--- src/rtl/sat_stream_buffer_if.sv ---
// Avalon-ST bundle around the saturation-stage output buffer: valid-only sink
// in, ready/valid source out. The buffer takes the slave side.
interface sat_stream_buffer_if #(
  parameter int DATA_WIDTH  = 12,
  parameter int ERROR_WIDTH = 2
);
  logic [DATA_WIDTH-1:0]  ast_sink_data;
  logic [ERROR_WIDTH-1:0] ast_sink_error;
  logic                   ast_sink_valid;
  logic                   ast_source_ready;
  logic [DATA_WIDTH-1:0]  ast_source_data;
  logic [ERROR_WIDTH-1:0] ast_source_error;
  logic                   ast_source_valid;

  // Upstream producer plus downstream consumer, seen from outside the buffer.
  modport master (
    output ast_sink_data, ast_sink_error, ast_sink_valid, ast_source_ready,
    input  ast_source_data, ast_source_error, ast_source_valid
  );

  modport slave (
    input  ast_sink_data, ast_sink_error, ast_sink_valid, ast_source_ready,
    output ast_source_data, ast_source_error, ast_source_valid
  );
endinterface

--- src/rtl/sat_stream_buffer.sv ---
// Show-ahead FIFO behind the 35-to-12-bit saturation stage, with fill level,
// sticky overflow and a saturating count of clipped samples.
module sat_stream_buffer #(
  parameter int DATA_WIDTH     = 12,
  parameter int ERROR_WIDTH    = 2,
  parameter int ADDR_WIDTH     = 4,
  parameter int CLIP_CNT_WIDTH = 16
) (
  input  logic                      clk,
  input  logic                      reset,
  sat_stream_buffer_if.slave        st,
  input  logic                      clear_stats,
  output logic [ADDR_WIDTH:0]       fill_level,
  output logic                      overflow,
  output logic [CLIP_CNT_WIDTH-1:0] clip_count
);

  localparam int                   DEPTH    = 2 ** ADDR_WIDTH;
  localparam int                   ENTRY_W  = DATA_WIDTH + ERROR_WIDTH;
  localparam logic [ADDR_WIDTH:0]  FULL_LVL = (ADDR_WIDTH + 1)'(DEPTH);
  localparam logic [ADDR_WIDTH:0]  LVL_ONE  = (ADDR_WIDTH + 1)'(1);
  localparam logic [ADDR_WIDTH:0]  LVL_TWO  = (ADDR_WIDTH + 1)'(2);
  localparam logic [ADDR_WIDTH-1:0] PTR_ONE = ADDR_WIDTH'(1);
  localparam logic [CLIP_CNT_WIDTH-1:0] CLIP_ONE = CLIP_CNT_WIDTH'(1);
  localparam logic [DATA_WIDTH-1:0] MAX_POS = {1'b0, {(DATA_WIDTH-1){1'b1}}};
  localparam logic [DATA_WIDTH-1:0] MIN_NEG = {1'b1, {(DATA_WIDTH-1){1'b0}}};

  logic [ENTRY_W-1:0]     mem [DEPTH];
  logic [ADDR_WIDTH-1:0]  wr_ptr;
  logic [ADDR_WIDTH-1:0]  rd_ptr;
  logic [ADDR_WIDTH-1:0]  rd_ptr_next;
  logic [ADDR_WIDTH:0]    fill_next;
  logic [DATA_WIDTH-1:0]  src_data_q;
  logic [ERROR_WIDTH-1:0] src_error_q;
  logic                   src_valid_q;
  logic                   rd;
  logic                   wr;
  logic                   drop;
  logic                   full;
  logic                   clip_hit;

  assign full        = (fill_level == FULL_LVL);
  assign rd          = src_valid_q && st.ast_source_ready;
  assign wr          = st.ast_sink_valid && (!full || rd);
  assign drop        = st.ast_sink_valid && full && !rd;
  assign clip_hit    = (st.ast_sink_data == MAX_POS) || (st.ast_sink_data == MIN_NEG);
  assign rd_ptr_next = rd_ptr + PTR_ONE;

  assign st.ast_source_data  = src_data_q;
  assign st.ast_source_error = src_error_q;
  assign st.ast_source_valid = src_valid_q;

  // NOTE: combinational blocks assign a default first so no path infers a latch.
  always_comb begin
    fill_next = fill_level;
    if (wr && !rd)      fill_next = fill_level + LVL_ONE;
    else if (rd && !wr) fill_next = fill_level - LVL_ONE;
  end

  // NOTE: sample storage has no reset; only pointers and fill level define what is valid.
  always_ff @(posedge clk) begin
    if (wr) mem[wr_ptr] <= {st.ast_sink_data, st.ast_sink_error};
  end

  // NOTE: all state registers use non-blocking assignment so every read sees pre-edge values.
  always_ff @(posedge clk) begin
    if (reset) begin
      wr_ptr      <= '0;
      rd_ptr      <= '0;
      fill_level  <= '0;
      src_valid_q <= 1'b0;
      src_data_q  <= '0;
      src_error_q <= '0;
      overflow    <= 1'b0;
      clip_count  <= '0;
    end else begin
      fill_level  <= fill_next;
      src_valid_q <= (fill_next != '0);
      if (wr) wr_ptr <= wr_ptr + PTR_ONE;
      if (rd) rd_ptr <= rd_ptr_next;

      // Head register mirrors mem[rd_ptr]. With a single entry the successor
      // is not in memory yet, so a concurrent write bypasses straight in.
      if (rd) begin
        if (fill_level >= LVL_TWO) begin
          {src_data_q, src_error_q} <= mem[rd_ptr_next];
        end else if (wr) begin
          src_data_q  <= st.ast_sink_data;
          src_error_q <= st.ast_sink_error;
        end
      end else if (wr && fill_level == '0) begin
        src_data_q  <= st.ast_sink_data;
        src_error_q <= st.ast_sink_error;
      end

      if (clear_stats)  overflow <= 1'b0;
      else if (drop)    overflow <= 1'b1;

      if (clear_stats) begin
        clip_count <= '0;
      end else if (wr && clip_hit && clip_count != '1) begin
        clip_count <= clip_count + CLIP_ONE;
      end
    end
  end

endmodule
--- src/flat_wrapper.sv ---
// flat-port wrapper written by rule: the top's interface ports become plain ports
module sat_stream_buffer_flat 
#(
  parameter int DATA_WIDTH     = 12,
  parameter int ERROR_WIDTH    = 2,
  parameter int ADDR_WIDTH     = 4,
  parameter int CLIP_CNT_WIDTH = 16
)
  (clk, reset, clear_stats, fill_level, overflow, clip_count, st_ast_sink_data, st_ast_sink_error, st_ast_sink_valid, st_ast_source_ready, st_ast_source_data, st_ast_source_error, st_ast_source_valid);
  sat_stream_buffer_if #(.DATA_WIDTH(DATA_WIDTH), .ERROR_WIDTH(ERROR_WIDTH)) st_i ();
  input  logic clk;
  input  logic reset;
  input  logic clear_stats;
  output logic [ADDR_WIDTH:0] fill_level;
  output logic overflow;
  output logic [CLIP_CNT_WIDTH-1:0] clip_count;
  input wire logic [$bits(st_i.ast_sink_data)-1:0] st_ast_sink_data;
  input wire logic [$bits(st_i.ast_sink_error)-1:0] st_ast_sink_error;
  input wire logic [$bits(st_i.ast_sink_valid)-1:0] st_ast_sink_valid;
  input wire logic [$bits(st_i.ast_source_ready)-1:0] st_ast_source_ready;
  output wire logic [$bits(st_i.ast_source_data)-1:0] st_ast_source_data;
  output wire logic [$bits(st_i.ast_source_error)-1:0] st_ast_source_error;
  output wire logic [$bits(st_i.ast_source_valid)-1:0] st_ast_source_valid;
  assign st_i.ast_sink_data = st_ast_sink_data;
  assign st_i.ast_sink_error = st_ast_sink_error;
  assign st_i.ast_sink_valid = st_ast_sink_valid;
  assign st_i.ast_source_ready = st_ast_source_ready;
  assign st_ast_source_data = st_i.ast_source_data;
  assign st_ast_source_error = st_i.ast_source_error;
  assign st_ast_source_valid = st_i.ast_source_valid;
  sat_stream_buffer #(.DATA_WIDTH(DATA_WIDTH), .ERROR_WIDTH(ERROR_WIDTH), .ADDR_WIDTH(ADDR_WIDTH), .CLIP_CNT_WIDTH(CLIP_CNT_WIDTH)) u_core (.clk(clk), .reset(reset), .st(st_i), .clear_stats(clear_stats), .fill_level(fill_level), .overflow(overflow), .clip_count(clip_count));
endmodule
--- config.mk ---
export PLATFORM = sky130hd
export DESIGN_NAME = sat_stream_buffer_flat
export DESIGN_NICKNAME = d
export VERILOG_FILES = /design/src/rtl/sat_stream_buffer_if.sv /design/src/rtl/sat_stream_buffer.sv /design/src/flat_wrapper.sv
export SDC_FILE = /design/constraint.sdc
export NUM_CORES = 1
export LEC_CHECK = 0
export ABC_AREA = 0
export CAP_MARGIN = 10
export CORE_MARGIN = 2
export CORE_UTILIZATION = 50
export CTS_CLUSTER_SIZE = 8
export DETAILED_ROUTE_END_ITERATION = 10
export PLACE_DENSITY_LB_ADDON = 0.05
export SKIP_LAST_GASP = 1
export SLEW_MARGIN = 10
export SYNTH_ARGS = -nofsm -noshare
export SYNTH_HDL_FRONTEND = slang
export SYNTH_SLANG_ARGS = --single-unit
--- constraint.sdc ---
create_clock -name clk -period 2.8 [get_ports clk]
set_clock_uncertainty 0.2 [all_clocks]
set_input_delay 0.42 -clock clk [delete_from_list [all_inputs] [get_ports clk]]
set_output_delay 0.42 -clock clk [all_outputs]
set_load 0.01 [all_outputs]
==> flow_summary.toml <==
[power_and_ir_drop]
powerDensity_mw_per_mm2 = 828
power_leakage_uw = 0.00436
power.ir.vdd_worst_mv = 0.492
finalPower_uw = 11000

[clock_tree]
ctsRootBufferMaster = "clkbuf_16"
clk_latency_worst_skew_pair_ns = 0.52
cts-root-to-sink-buffers = 3
numClockSinks = 269
cts.clk_slew.worst_paths_ns = 0.05
post_cts.repair.setup_buffers = 0
ctsHtreeMaxLevel = 2
hold_buffers = 0
cts-buffers-inserted = 39
cts_tree = "done"
cts.repair.resized = 0

[worst_setup_path]
cpLargestDelayFamily = "simple AND/OR/NAND/NOR gates"
criticalPathCategory = "register to register"
crit_path_cell_trace = "inv_1, ha_1, nand4bb_1, and4_1, a311oi_1, a21oi_1, or4_1"
cp.buffers_inverters = 1
worstSetupEndpointType = "register"
critical-path-max-stage-delay_ns = 0.41
critical_path_peak_fanout = 6
timing.critical_path.arrival_ns = 2.72
slowest_stage = "or4_1"
worst-r2r-setup-slack_ns = 0.27
setup.worst_path.start_class = "register"
worstPathRequired_ns = 2.98

[final_layout]
num_antenna_cells = 0
share_of_layout_cells_above_drive_strength_1_pct = 20.8
final_net_count = 789
postLayoutCellArea_mm2 = 0.0132
synthToLayoutAreaGrowth_pct = 21.6

[sta]
setup-violations-final = 0
worst_pin_slew_ns = 0.625
timing.final.crit_period_ns = 2.53
hold_ws_ns = 0.271
grt_setup_unrepaired = "no"
timing.final.hold_violations = 0
relSlewSlack_pct = 57.7
clock.fmax_mhz = 394
layout_worst_path_cycle_share_pct = 90.5
final_report_max_slew_violation_count = 0

[grt]
grt_max_degree = 59
grt-ovfl-total = 0
groute.usage.overall_pct = 23.0
grt_antenna_before_repair = 0
first_pass_grt_wire_length_um = 38400
number_of_global_route_vias_before_repair = 6342

[drt]
drt_first_iter_violations = 496
wire_per_inst_um = 23.8
detail_route.drc_violations = 0
first_pass_iters = 6
post_route_wl_um = 25400
final_antenna_net_count = 0
drt-vias-per-instance = 5.88
number_of_vias_in_the_routed_layout = 6266

[synth]
synth_ff_type = "edfxtp_1"
syn-instance-count = 646
synth_warnings = 0
yosys-top-cells-area = "edfxtp_1 62%, mux4_2 12%, dfxtp_1 8.3%, nand2_1 2.2%, mux2i_1 2.2%"
synth_most_common_cell = "edfxtp_1"
async_flop_share_pct = 0
postSynthNetCount = 675
netlist-cell-type-count = 54
yosysTopAreaCell = "edfxtp_1"
synth.top_cells.by_count = "224 x edfxtp_1, 65 x nand2_1, 56 x mux4_2"
ys_seq_elements = 269
syn_avg_cell_area_um2 = 16.8
syn_area_mm2 = 0.0109
yosys.area.top_type_share_pct = 61.8
synth-edff-count = 224
seq_area_frac_synth_pct = 70.1

[placement]
buffer_ports.inserted = 55
placement.cell_area_mm2 = 0.0121
dp.final_hpwl_um = 15300
gpl.final_weighted_congestion = 0.833

[die]
die_area_mm2 = 0.0230
floorplan.die.height_um = 152
design.portCount = 56
coreArea_mm2 = 0.0212
initial_core_util_pct = 51.3
die_x_um = 152
placementRows = 53

[job]
cap_viol_max_count = 0

[run_status]
run_status = "complete, no violations"

[worst_hold_path]
worst_hold_path_type = "register to register"
==> final cells by class <==
cell class                 instances  area, µm²
multi-input combinational        338       3080
sequential                       269       7630
clock buffer                      68       1080
fill                            1575       7990
timing repair buffer             107       1040
clock inverter                     3       33.8
tap                              275        344
inverter                           5       18.8
==> registers in the layout, summed over array words and instances, names as in the netlist <==
name / flops
u_core.wr_ptr: 4
u_core.st.ast_source_valid: 1
u_core.mem: 224
u_core.st.ast_source_error: 2
u_core.overflow: 1
u_core.st.ast_source_data: 12
u_core.clip_count: 16
u_core.rd_ptr: 4
u_core.fill_level: 5
==> metrics by stage <==
stage / setup TNS, ns / util (%) / worst slack [ns] / std cells
floorplan: 0 / - / 0.188 / 646
global placement: -0.667 / 57.1 / -0.102 / 994
detailed placement: -1.06 / 57.1 / -0.146 / 994
CTS: 0 / 62.3 / 0.164 / 1065
global route: 0 / 62.3 / 0.0821 / 1065
finish: 0 / 62.3 / 0.265 / 1065
==> layer usage <==
metal	GRT usage [%]	vias to the layer above	wire [µm]
met5	0	-	0
met4	5.79	0	358
met3	3.74	33	1490
met2	36.9	184	12300
met1	33.4	3243	11200
li1	-	2806	-
==> worst reg2reg max path, cell delays in order (launching register included) <==
cell	delay [ns]
dfxtp_1	0.34
inv_1	0.17
ha_1	0.19
nand4bb_1	0.29
and4_1	0.32
a311oi_1	0.34
a21oi_1	0.14
or4_1	0.41
==> where the power goes <==
part,switching (µW),internal (µW)
clock network,1670,2620
logic,1050,993
registers,114,4510
total,2830,8120
==> final timing paths <==
path | startpoint | to | cells past startpoint
setup reg to reg | u_core.fill_level[0] | u_core.st.ast_source_valid | 7
hold / removal | u_core.st.ast_source_data[11] | u_core.st.ast_source_data[11] | 2
setup / recovery | u_core.fill_level[0] | u_core.st.ast_source_valid | 7
hold reg to reg | u_core.st.ast_source_data[11] | u_core.st.ast_source_data[11] | 2
==> kinds of logic (layout without fill, tap and decap cells) <==
family	after synthesis	in the layout	share of synthesized area, %
xor gates and xnor gates	13	13	1.22
buffers and inverters	39	183	1.87
adders and majority gates	10	10	1.15
DFF	269	269	70.1
AOI/OAI and AO/OA	65	65	4.28
muxes	80	80	13.8
and+or+nand+nor	170	170	7.61
==> placed cells by master (no fill, tap or decap), drive strengths merged, types with 14 or more instances in the layout <==
| cell type | instances |
|---|---|
| edfxtp | 224 |
| mux2i | 24 |
| a21oi | 14 |
| mux4 | 56 |
| nand2 | 65 |
| nor2 | 36 |
| buf | 52 |
| clkbuf | 68 |
| a31oi | 17 |
| dfxtp | 45 |
| clkdlybuf4s50 | 55 |
Power figures use the tool's default switching activity.
